--- src/rtl/ptp_pkg.sv ---
// Shared widths, FSM state type and parameter helpers for the ptp word-to-byte link.
package ptp_pkg;

  localparam int unsigned BYTE_W         = 8;
  localparam int unsigned WORD_W         = 32;
  localparam int unsigned BYTES_PER_WORD = 4;

  typedef enum logic [1:0] {
    IDLE,
    SETUP,
    HIGH,
    GAP
  } ptp_tx_state_t;

  function automatic int unsigned max3(input int unsigned a,
                                       input int unsigned b,
                                       input int unsigned c);
    int unsigned m;
    m = a;
    if (b > m) m = b;
    if (c > m) m = c;
    return m;
  endfunction

endpackage

--- src/rtl/ptp_phase_timer.sv ---
// Loadable saturating down-counter; tc_o is high while the count sits at zero.
module ptp_phase_timer #(
  parameter int unsigned CNT_W = 2
) (
  input  logic             clk_i,
  input  logic             reset_i,
  input  logic             load_i,
  input  logic [CNT_W-1:0] load_val_i,
  output logic             tc_o
);

  logic [CNT_W-1:0] r_cnt;

  always_ff @(posedge clk_i or posedge reset_i) begin
    if (reset_i) begin
      r_cnt <= '0;
    end else if (load_i) begin
      r_cnt <= load_val_i;
    end else if (r_cnt != '0) begin
      r_cnt <= r_cnt - 1'b1;
    end
  end

  assign tc_o = (r_cnt == '0);

endmodule

--- src/rtl/ptp_b.sv ---
// Word-to-byte serialiser: one 32-bit word out as MSB-first strobed bytes,
// optionally followed by a commit strobe carrying 8'h00.
module ptp_b
  import ptp_pkg::*;
#(
  parameter int unsigned SETUP_CYCLES = 1,
  parameter int unsigned HIGH_CYCLES  = 1,
  parameter int unsigned GAP_CYCLES   = 1,
  parameter bit          COMMIT_EN    = 1'b1
) (
  input  logic              clk_i,
  input  logic              reset_i,
  input  logic [WORD_W-1:0] word_i,
  input  logic              load_i,
  output logic              ready_o,
  output logic [BYTE_W-1:0] byte_o,
  output logic              strobe_o,
  output logic              done_o
);

  localparam int unsigned MAX_CYC = max3(SETUP_CYCLES, HIGH_CYCLES, GAP_CYCLES);
  localparam int unsigned PHASE_W = $clog2(MAX_CYC) + 1;
  localparam int unsigned N_BYTES = BYTES_PER_WORD + (COMMIT_EN ? 1 : 0);
  localparam int unsigned BCNT_W  = 3;

  localparam logic [PHASE_W-1:0] SETUP_LD  = PHASE_W'(SETUP_CYCLES - 1);
  localparam logic [PHASE_W-1:0] HIGH_LD   = PHASE_W'(HIGH_CYCLES - 1);
  localparam logic [PHASE_W-1:0] GAP_LD    = PHASE_W'(GAP_CYCLES - 1);
  localparam logic [BCNT_W-1:0]  LAST_BYTE = BCNT_W'(N_BYTES - 1);

  if (SETUP_CYCLES == 0 || HIGH_CYCLES == 0 || GAP_CYCLES == 0) begin : g_bad_param
    $fatal(1, "ptp_b: SETUP_CYCLES, HIGH_CYCLES and GAP_CYCLES must all be >= 1");
  end

  ptp_tx_state_t       r_state;
  logic [WORD_W-1:0]   r_shift;
  logic [BCNT_W-1:0]   r_byte_cnt;
  logic                w_tmr_load;
  logic [PHASE_W-1:0]  w_tmr_val;
  logic                w_tmr_tc;

  assign ready_o = (r_state == IDLE);

  // Timer reload coincides with every state entry, so each phase lasts exactly its *_CYCLES.
  always_comb begin
    w_tmr_load = 1'b0;
    w_tmr_val  = SETUP_LD;
    case (r_state)
      IDLE: begin
        w_tmr_load = load_i;
        w_tmr_val  = SETUP_LD;
      end
      SETUP: begin
        w_tmr_load = w_tmr_tc;
        w_tmr_val  = HIGH_LD;
      end
      HIGH: begin
        w_tmr_load = w_tmr_tc;
        w_tmr_val  = GAP_LD;
      end
      GAP: begin
        w_tmr_load = w_tmr_tc && (r_byte_cnt != LAST_BYTE);
        w_tmr_val  = SETUP_LD;
      end
      default: begin
        w_tmr_load = 1'b0;
        w_tmr_val  = SETUP_LD;
      end
    endcase
  end

  ptp_phase_timer #(
    .CNT_W(PHASE_W)
  ) u_timer (
    .clk_i      (clk_i),
    .reset_i    (reset_i),
    .load_i     (w_tmr_load),
    .load_val_i (w_tmr_val),
    .tc_o       (w_tmr_tc)
  );

  always_ff @(posedge clk_i or posedge reset_i) begin
    if (reset_i) begin
      r_state    <= IDLE;
      r_shift    <= '0;
      r_byte_cnt <= '0;
      byte_o     <= '0;
      strobe_o   <= 1'b0;
      done_o     <= 1'b0;
    end else begin
      done_o <= 1'b0;
      case (r_state)
        IDLE: begin
          if (load_i) begin
            r_shift    <= word_i;
            r_byte_cnt <= '0;
            byte_o     <= word_i[WORD_W-1 -: BYTE_W];
            r_state    <= SETUP;
          end
        end
        SETUP: begin
          if (w_tmr_tc) begin
            strobe_o <= 1'b1;
            r_state  <= HIGH;
          end
        end
        HIGH: begin
          if (w_tmr_tc) begin
            strobe_o <= 1'b0;
            r_state  <= GAP;
          end
        end
        GAP: begin
          if (w_tmr_tc) begin
            if (r_byte_cnt == LAST_BYTE) begin
              byte_o  <= '0;
              done_o  <= 1'b1;
              r_state <= IDLE;
            end else begin
              // Zeros shifted in from the bottom become the commit byte after byte 3.
              r_shift    <= r_shift << BYTE_W;
              byte_o     <= r_shift[WORD_W-BYTE_W-1 -: BYTE_W];
              r_byte_cnt <= r_byte_cnt + 1'b1;
              r_state    <= SETUP;
            end
          end
        end
        default: r_state <= IDLE;
      endcase
    end
  end

endmodule

--- config.mk ---
export PLATFORM = sky130hd
export DESIGN_NAME = ptp_b
export DESIGN_NICKNAME = d
export VERILOG_FILES = /design/src/rtl/ptp_pkg.sv /design/src/rtl/ptp_phase_timer.sv /design/src/rtl/ptp_b.sv
export SDC_FILE = /design/constraint.sdc
export NUM_CORES = 1
export LEC_CHECK = 0
export ABC_CLOCK_PERIOD_IN_PS = 2600
export CAP_MARGIN = 30
export CORE_ASPECT_RATIO = 1.1
export CORE_UTILIZATION = 40
export DETAILED_ROUTE_END_ITERATION = 12
export HOLD_SLACK_MARGIN = 0.12
export PLACE_DENSITY = 0.68
export RECOVER_POWER = 25
export SLEW_MARGIN = 20
export SYNTH_ARGS = -nofsm -noshare
export SYNTH_HDL_FRONTEND = slang
export SYNTH_SLANG_ARGS = --single-unit
--- constraint.sdc ---
create_clock -name clk_i -period 2.6 [get_ports clk_i]
set_clock_uncertainty 0.15 [all_clocks]
set_input_delay 0.52 -clock clk_i [delete_from_list [all_inputs] [get_ports clk_i]]
set_output_delay 0.52 -clock clk_i [all_outputs]
set_load 0.05 [all_outputs]
======== After elaboration in Yosys (flattened, before gate mapping) ========
Index checks and enable logic that the tools add are counted.
operators by class
  add/sub/neg operators ................... 2
  multiply operators ...................... 0
  divide/modulo/power cells ............... 0
  order comparisons ....................... 0
  equal/unequal tests ..................... 10
  shift-type cells ........................ 0
  muxes and demuxes ....................... 28
  bitwise operators ....................... 1
  reduce and logical (&&, ||, !) cells .... 10
operators by type and width
  cell                                            number
  two-way mux 24 bit                              3
  one-hot mux 24 bit (2 select lines)             1
  two-way mux 8 bit                               3
  one-hot mux 8 bit (2 select lines)              1
  != test 2 bit (second input constant)           5
  two-way mux 1 bit                               9
  two-way mux 3 bit                               3
  two-way mux 2 bit                               4
  one-hot mux 2 bit (4 select lines)              1
  AND reduction 4 bit                             2
  one-hot mux 3 bit (2 select lines)              1
  AND reduction 3 bit                             2
  == test 2 bit (second input constant)           2
  nonzero test 2 bit                              2
  OR reduction 4 bit                              1
  adder 3 x 1 -> 3 bit (second input constant)    1
  == test 3 bit (second input constant)           1
  != test 3 bit (second input constant)           1
  one-hot mux 1 bit (3 select lines)              1
  == test 2 x 1 -> 1 bit (second input constant)  1
  logical NOT 2 bit                               1
  one-hot mux 1 bit (2 select lines)              1
  OR reduction 2 bit                              1
  logical AND 1 bit                               1
  2 further kinds                                 2
word-level totals
  register bits ........................... 40
  bits in latches ......................... 0
  memory bits (writable) .................. 0
  ROM bits ................................ 0
  input bits .............................. 35
  word-level logic and storage cells ...... 58
  memories kept ........................... 0

======== Depth between registers and ports, before layout ========
Gate-level depths: netlist of run 1.
  depth after elaboration ................. 4
  gate-level depth with buffers ........... 8
  mapped depth without buffers ............ 5

======== By module ========
A second synthesis of run 1 with hierarchy kept.
second synthesis, totals
  cell total of the unflattened synthesis .. 168
  area total of the unflattened synthesis .. 2113.3 sq um
by module, submodules not included
  module           times used  cells each  area an instance (sq um)
  ptp_b            1           164         2074.5
  ptp_phase_timer  1           4           38.8

======== Least setup slack after synthesis of run 1 ========
Ideal clock, no wire load.
  kind .................................... reg2reg
  start point ............................. register r_state[0]
  end point ............................... register r_shift[0]
  setup time .............................. 121 ps
  arrival ................................. 2018 ps
  required time ........................... 2329 ps
  path slack .............................. 311 ps
  stages on the path, launching flop included .. 8
  period minus slack after synthesis ...... 2289 ps
  cell sequence ........................... dfrtp_1 > inv_1 > ha_1 > mux2i_1 > or2_1 > buf_4 > buf_6 > a22o_1
on the way
  cells in the longest elaborated chain, start to end .. 3
  elaborated cells between the ends (all ways) .. 8
  those cells by class .................... 4 x eq/ne; 1 x mux; 3 x reduce/logical
ends and longest elaborated chain
  item                                                                  line          text
  from (decl)                                                           ptp_b.sv:35   ptp_tx_state_t r_state;
  from (signal assigned)                                                ptp_b.sv:84   r_state <= IDLE;
  from (signal assigned)                                                ptp_b.sv:98   r_state <= SETUP;
  from (signal assigned)                                                ptp_b.sv:104  r_state <= HIGH;
  logical NOT 2 bit (*)                                                 -
  named net ready_o                                                     ptp_b.sv:15   output logic ready_o,
  != test 2 bit (no source line) or nonzero test 2 bit (tied branches)  -
  AND reduction 4 bit (no source line)                                  -
  to (signal assigned)                                                  ptp_b.sv:95   r_shift <= word_i;
  to (signal assigned)                                                  ptp_b.sv:121  r_shift <= r_shift << BYTE_W;
  to (decl)                                                             ptp_b.sv:36   logic [WORD_W-1:0] r_shift;
The timed path passes the listed nets; every way through them passes the cells marked *.
A chain may end at the register's enable or synchronous reset.

======== Worst setup path in the final report of run 1 ========
  start point ............................. register r_state[1]
  end point ............................... register r_shift[17]
on the way
  cells in the longest elaborated chain, start to end .. 3
  elaborated cells between the ends (all ways) .. 8
  those cells by class .................... 4 x eq/ne; 1 x mux; 3 x reduce/logical
ends and longest elaborated chain
  item                                                                  line         text
  == test 2 bit or logical NOT 2 bit (tied branches)                    ptp_b.sv:92  case (r_state)
  != test 2 bit (no source line) or nonzero test 2 bit (tied branches)  -
  AND reduction 4 bit (no source line)                                  -
Several ways; a longest one is shown, not always the timed one.

==> out/results.txt, run 1 <==
result of the run: finished clean
Layout Utilization: 0.549
cells on worst reg2reg path: 5
unrepaired setup endpoints after global routing: no
Max-Slew Margin vs Limit: 0.383
summed area of non-filler cells in the final layout: 0.00235 sq mm
worst endpoint data arrival time: 2.22 ns
effective utilization at floorplan: 0.415
routed via count divided by cell count: 5.35
Clock Tree Buf Depth: 2
highest-count cells in the layout ignoring fill and taps: sky130_fd_sc_hd__clkdlybuf4s50_1 (43), sky130_fd_sc_hd__dfrtp_1 (39), sky130_fd_sc_hd__o21ai_0 (34)
area used by multi-input combinational logic: 724 sq um
CTS tree: built
count of buffers inserted at the top-level ports: 45
clk slew on worst S/H paths: 0.07 ns
diode count: 0
required arrival time at the worst endpoint: 2.58 ns
worst hold start: r_shift[8]$_DFFE_PP0P_
Site Rows: 25
ratio of cells with drive above 1 in the final layout: 0.0697
setup tns final: 0 ns
count of state elements after synthesis: 39
HPWL after detailed placement: 2590 um
final setup vio count: 0
Reg-to-Reg Start: r_state[1]$_DFFE_PP0P_
Pwr Density: 1220 mW/mm^2
number of antenna violations at the first check in global routing: 0
GR Overflow Total: 0
count of antenna-violating nets left after detailed routing: 0
placer's final routability congestion estimate: 0.789
CORE AREA: 0.00429 sq mm
Clock Root Buffer: sky130_fd_sc_hd__clkbuf_8
first-pass detailed-route iteration total: 4
ranking of synthesized cells by area: sky130_fd_sc_hd__dfrtp_1 (55%), sky130_fd_sc_hd__mux2i_1 (9.6%), sky130_fd_sc_hd__o21ai_0 (9.6%)
fin crit period: 2.24 ns
routed wirelength normalized by instance count: 14.3 um
total leakage power: 0.995 nW
via count of the first global-routing pass: 1329
sequential element share of the synthesized area: 0.549
vias post-DR: 1364
instance area after placement: 0.00227 sq mm
area occupied by registers: 976 sq um
worst min-delay path class: flop to flop
Fillers: 356
Critical Path Start Type: flop
hold-critical path endpoint: r_shift[8]$_DFFE_PP0P_
non-filler instance count after layout: 255
Placed Cells incl. Taps: 247
Worst-Margin Slew: 0.926 ns
number of pins with negative max-slew slack in the final report: 0
number of buffers inserted by hold repair at cts: 0
Gate Count Post-Synth: 155
worst skew pair latency: 0.28 ns
distinct cell type count of the synthesized netlist: 24
Maximum Capacitance Violations: 0
Post-route DRC: 0
count of routing violations after the opening detailed-route iteration: 70
H-Tree Depth: 2
Net count, final: 240
synthesis warning total: 0
maximum resistive drop on vdd: 508 uV
type of the setup path with the least slack: flop to flop
nature of the critical path endpoint: flop
Global Route Usage Sum: 0.171
highest attainable clock frequency: 0.447 GHz
cell accounting for the most synthesized area: sky130_fd_sc_hd__dfrtp_1
CTS buffer count: 5
vertical die dimension: 71.9 um
relative area change from synthesis to final layout: 32.3%
Post-Synthesis Net Count: 195
share of the cycle needed by the critical path after routing: 0.861
endpoint of the worst register-to-register path: r_shift[17]$_DFFE_PP0P_
worst hold stages: 2
mean post-synth cell area: 11.5 sq um
area share of the largest cell type after synthesis: 0.549
setup slack of the worst register-to-register path: 0.36 ns
floorplan die width: 65.5 um
top-level I/O count: 46
largest net degree at the start of global routing: 40
post-synthesis cell area: 0.00178 sq mm
TritonCTS Sinks: 39
Post-Route WL: 3640 um
endpoints failing hold: 0
quantity of gates resized following cts: 0
number of buffers added for setup after CTS: 0
first-pass GRT wire length: 5950 um
overall die area: 0.00471 sq mm
largest driver fanout on the critical path: 26
most common cell after layout, fill and taps aside: sky130_fd_sc_hd__clkdlybuf4s50_1
[synth_stat cells, drive strengths merged]
library cell,instances
nand2,4
buf,7
mux2i,17
a21oi,2
a22o,9
nand2b,1
a21boi,1
nor3b,8
nand3b,1
clkbuf,5
inv,5
a221o,8
and2,1
nor2,2
and3,1
mux2,1
o21ai,37
or2,1
dfrtp,39
ha,5
[how the worst max path moves through the flow]
stage | from | to | slack (ns) | depth (start not counted)
after floorplan | r_state[0]$_DFFE_PP0P_ | r_shift[0]$_DFFE_PP0P_ | 0.31 | 7
after global placement | load_i | r_byte_cnt[0]$_DFFE_PP0P_ | 0.32 | 4
after detailed placement | load_i | r_shift[17]$_DFFE_PP0P_ | 0.27 | 4
after CTS | r_state[1]$_DFFE_PP0P_ | r_shift[17]$_DFFE_PP0P_ | 0.37 | 5
after global routing | r_state[1]$_DFFE_PP0P_ | r_shift[23]$_DFFE_PP0P_ | 0.21 | 5
final | r_state[1]$_DFFE_PP0P_ | r_shift[17]$_DFFE_PP0P_ | 0.36 | 5
[stage by stage]
stage          worst slack [ns]  hold slack, ns  total power [mW]
4_1_cts                   0.374           0.368              2.89
3_3_place_gp              0.319           0.339              2.43
2_1_floorplan             0.311           0.323              2.11
6_report                  0.362           0.366              2.86
3_5_place_dp              0.265           0.350              2.49
5_1_grt                   0.205           0.386              3.08
[kinds of logic (layout without fill, tap and decap cells)]
family                   after synthesis  after routing  synth area share
adder cells (fa/ha/maj)                5              5            0.0352
buffers and inverters                 17             63            0.0451
AND/OR/NAND/NOR                       19             19            0.0648
multiplexers                          18             18             0.102
AO/OA/AOI/OAI                         57             57             0.204
flip-flops                            39             39             0.549
[area by class of cell]
type	count	area share
tap	54	0.0287
clock buffer	7	0.0325
clock inverter	1	0.00213
sequential	39	0.415
timing repair buffer	50	0.205
multi-input combinational	99	0.308
inverter	5	0.00798
[critical path, cell delays in order, from the launching register on]
cell,delay [ns]
sky130_fd_sc_hd__dfrtp_1,0.42
sky130_fd_sc_hd__inv_1,0.10
sky130_fd_sc_hd__ha_1,0.28
sky130_fd_sc_hd__mux2i_2,0.26
sky130_fd_sc_hd__or2_1,0.65
sky130_fd_sc_hd__o21ai_0,0.23
[layer usage]
layer	track usage	routed length (um)	vias up
met5	0	0	-
met4	0.0459	38	0
met3	0.0613	212	5
met2	0.286	1870	56
met1	0.207	1520	652
li1	-	-	651
[flip-flops by register name, summed over array words and instances (netlist names)]
| name | flops |
|---|---|
| byte_o | 8 |
| done_o | 1 |
| r_byte_cnt | 3 |
| r_shift | 24 |
| r_state | 2 |
| strobe_o | 1 |
[power breakdown]
| part | leakage (nW) | internal (mW) | switching (mW) | total, mW |
|---|---|---|---|---|
| Clock | 0.0422 | 0.188 | 0.195 | 0.383 |
| Sequential | 0.490 | 0.900 | 0.171 | 1.07 |
| Combinational | 0.463 | 0.587 | 0.822 | 1.41 |
| Total | 0.995 | 1.67 | 1.19 | 2.86 |
Power figures use the tool's default switching activity.
==> run 2: changes to the inputs <==
Settings changed: CTS_CLUSTER_SIZE set to 40.
==> results of run 2 <==
No change in the layout: final DEF, timing and power equal those of run 1.
==> run 3: changes to the inputs <==
Settings changed: PLACE_DENSITY 0.68 to 0.65, REMOVE_ABC_BUFFERS set to 1, SYNTH_HIERARCHICAL set to 1.
==> run 3 against run 2 <==
  * The flow now finishes with violations (DRC)
  * Maximum frequency is 3.8% higher
  * Routed wire length increased by 30%
  * Total power rose by 26%
  * Non-clock buffer count grew 3
  * Final cell count up 9.0%
  * First-iteration DRC count grew 84%
  * Critical endpoint is now byte_o[5]
  * Highest routed layer unchanged
==> out/results.txt, run 3 <==
result of the run: complete, but fails checks
failing checks: DRC
GR Overflow Total: 0 (unchanged)
worst slack at placement: 0.321 ns (+0.0560 ns)
endpoints failing hold: 0 (unchanged)
Post-Route WL: 4730 um (+30%)
Critical Path Start Type: flop
share of synthesized registers carrying an async set or reset: 1.00 (unchanged)
mean post-synth cell area: 12.6 sq um (+9.7%)
overall die area: 0.00558 sq mm (+18%)
Net count, final: 261 (+8.8%)
number of flip-flops under the largest register name: 24 (unchanged)
largest reg by FF count: r_shift
count of state elements after synthesis: 40 (+2.6%)
highest-count cells in the layout ignoring fill and taps: sky130_fd_sc_hd__clkdlybuf4s50_1 (43), sky130_fd_sc_hd__dfrtp_1 (40), sky130_fd_sc_hd__mux2_2 (31)
most common cell after layout, fill and taps aside: sky130_fd_sc_hd__clkdlybuf4s50_1
area used by multi-input combinational logic: 0.00101 sq mm (+39%)
delay contributed by the slowest stage of the critical path: 0.81 ns (+0.16 ns)
first-pass GRT wire length: 7940 um (+33%)
summed area of non-filler cells in the final layout: 0.00273 sq mm (+16%)
Gate Count Post-Synth: 168 (+8.4%)
fin crit period: 2.16 ns (-0.0812 ns)
number of antenna violations at the first check in global routing: 0 (unchanged)
count of buffers inserted at the top-level ports: 45 (unchanged)
routed wirelength normalized by instance count: 17.0 um (+19%)
simple-gate area share of the yosys netlist: 0.0533 (-0.0115)
share of synthesized cell area in full adder, half adder and majority cells: 0.0414 (+0.00623)
via count of the first global-routing pass: 1623 (+22%)
clk slew on worst S/H paths: 0.08 ns (about the same)
most numerous cell types in the synthesized netlist: sky130_fd_sc_hd__dfrtp_1 (40), sky130_fd_sc_hd__mux2_2 (31), sky130_fd_sc_hd__a22o_1 (11)
final setup vio count: 0 (unchanged)
cell accounting for the most synthesized area: sky130_fd_sc_hd__dfrtp_1
Buffers & Inverters on Critical Path: 1 (unchanged)
instance area after placement: 0.00264 sq mm (+16%)
HPWL after detailed placement: 3370 um (+30%)
largest driver fanout on the critical path: 3 (-88%)
H-Tree Depth: 2 (unchanged)
cell chain of the critical path: clkdlybuf4s50_1
area occupied by registers: 0.00100 sq mm (+2.6%)
area share of the largest cell type after synthesis: 0.474 (-0.0756)
Post-route DRC: 2 (+2)
placer's final routability congestion estimate: 0.764 (-3.1%)
first-pass detailed-route iteration total: 8 (+4)
CTS buffer count: 5 (unchanged)
worst skew pair latency: 0.29 ns (about the same)
routed via count divided by cell count: 5.44 (+1.7%)
effective utilization at floorplan: 0.420 (+0.00524)
cell at the slowest stage of the critical path: sky130_fd_sc_hd__clkdlybuf4s50_1
Site Rows: 27 (+8.0%)
nature of the critical path endpoint: primary output
total power draw: 3.61 mW (+26%)
post-synthesis xor/xnor area fraction: 0 (unchanged)
synthesis warning total: 6 (+6)
top-level I/O count: 46 (unchanged)
type of the setup path with the least slack: flop to primary output
required arrival time at the worst endpoint: 1.93 ns (-0.65 ns)
number of pins with negative max-slew slack in the final report: 0 (unchanged)
CORE AREA: 0.00503 sq mm (+17%)
largest net degree at the start of global routing: 40 (unchanged)
post-synthesis compound-gate area fraction: 0.140 (-0.0638)
count of routing violations after the opening detailed-route iteration: 129 (+84%)
Fillers: 418 (+17%)
kind of cell with the highest combined delay on the critical path: buffers and inverters
worst min-delay path class: flop to flop
highest attainable clock frequency: 0.464 GHz (+3.8%)
post-synthesis cell area: 0.00211 sq mm (+19%)
number of flops mapped to enable cells by yosys: 0 (unchanged)
Worst-Margin Slew: 0.978 ns (+0.0524 ns)
most common flop cell mapped by yosys: sky130_fd_sc_hd__dfrtp_1
largest registers: r_shift x24, byte_o x8, r_byte_cnt x3
Clock Tree Buf Depth: 2 (unchanged)
slack of the critical path: 0.443 ns (+0.0812 ns)
sequential element share of the synthesized area: 0.474 (-0.0756)
unrepaired setup endpoints after global routing: no
main combinational cell family by area after synthesis: multiplexers
Clock Root Buffer: sky130_fd_sc_hd__clkbuf_8
TritonCTS Sinks: 40 (+2.6%)
relative area change from synthesis to final layout: 29.0%
vertical die dimension: 78.2 um (+8.8%)
vias post-DR: 1513 (+11%)
Pwr Density: 1320 mW/mm^2 (+8.8%)
number of buffers inserted by hold repair at cts: 0 (unchanged)
ranking of synthesized cells by area: sky130_fd_sc_hd__dfrtp_1 (47%), sky130_fd_sc_hd__mux2_2 (17%), sky130_fd_sc_hd__mux2_4 (7.1%)
number of buffers added for setup after CTS: 0 (unchanged)
worst hold-check slack: 0.358 ns (-0.00840 ns)
Layout Utilization: 0.542 (-0.00698)
worst endpoint data arrival time: 1.49 ns (-0.73 ns)
maximum resistive drop on vdd: 798 uV (+57%)
Max-Slew Margin vs Limit: 0.348 (-0.0350)
quantity of gates resized following cts: 0 (unchanged)
count leader, synth: sky130_fd_sc_hd__dfrtp_1
distinct cell type count of the synthesized netlist: 35 (+46%)
total leakage power: 1.21 nW (+21%)
ratio of cells with drive above 1 in the final layout: 0.273 (+0.203)
Global Route Usage Sum: 0.185 (+0.0149)
diode count: 0 (unchanged)
Maximum Capacitance Violations: 0 (unchanged)
portion of netlist area occupied by mux cells: 0.241 (+0.139)
floorplan die width: 71.3 um (+8.8%)
CTS tree: built
count of antenna-violating nets left after detailed routing: 0 (unchanged)
share of the cycle needed by the critical path after routing: 0.830 (-0.0312)
-- run 3: final cells by class --
cell class,count,share of cell area
Clock inverter,2,0.00367
Sequential cell,40,0.367
Timing Repair Buffer,53,0.190
Tap cell,58,0.0266
Multi-Input combinational cell,110,0.370
Inverter,9,0.0124
Clock buffer,6,0.0303
-- run 3: logic make-up (layout without fill, tap and decap cells) --
group,count (synthesis),count (layout)
buffers and inverters,18,70
DFF,40,40
AOI/OAI and AO/OA,39,39
adders and majority gates,7,7
and+or+nand+nor,21,21
other,1,1
muxes,42,42
-- run 3: final timing paths --
path / startpoint / to / slack, ns / cells past startpoint
hold / removal: byte_o[6]$_DFFE_PP0P_ / byte_o[6]$_DFFE_PP0P_ / 0.36 / 1
setup reg to reg: r_byte_cnt[1]$_DFFE_PP0P_ / r_shift[20]$_DFFE_PP0P_ / 0.52 / 6
max in group asynchronous: reset_i / r_shift[9]$_DFFE_PP0P_ / 0.83 / 3
setup / recovery: byte_o[5]$_DFFE_PP0P_ / byte_o[5] / 0.44 / 1
hold reg to reg: byte_o[6]$_DFFE_PP0P_ / byte_o[6]$_DFFE_PP0P_ / 0.36 / 1
min in group asynchronous: reset_i / u_timer/r_cnt$_DFF_PP0_ / 0.38 / 2
-- run 3: layer usage --
layer	global-route usage	vias to the layer above	routed length, um
met2	0.315	45	2300
met3	0.0424	6	282
met1	0.237	752	2090
met5	0	-	0
li1	-	710	-
met4	0.0480	0	52
-- run 3: metrics by stage --
stage	instances	TNS, ns
finish	278	0
global route	278	0
global placement	270	0
floorplan	159	-3.65
detailed placement	270	0
CTS	278	0
-- run 3: report_power, final --
group | internal, mW | switching, mW | leakage [nW]
Combinational | 1.04 | 1.02 | 0.658
Clock | 0.212 | 0.217 | 0.0510
Sequential | 0.929 | 0.184 | 0.499
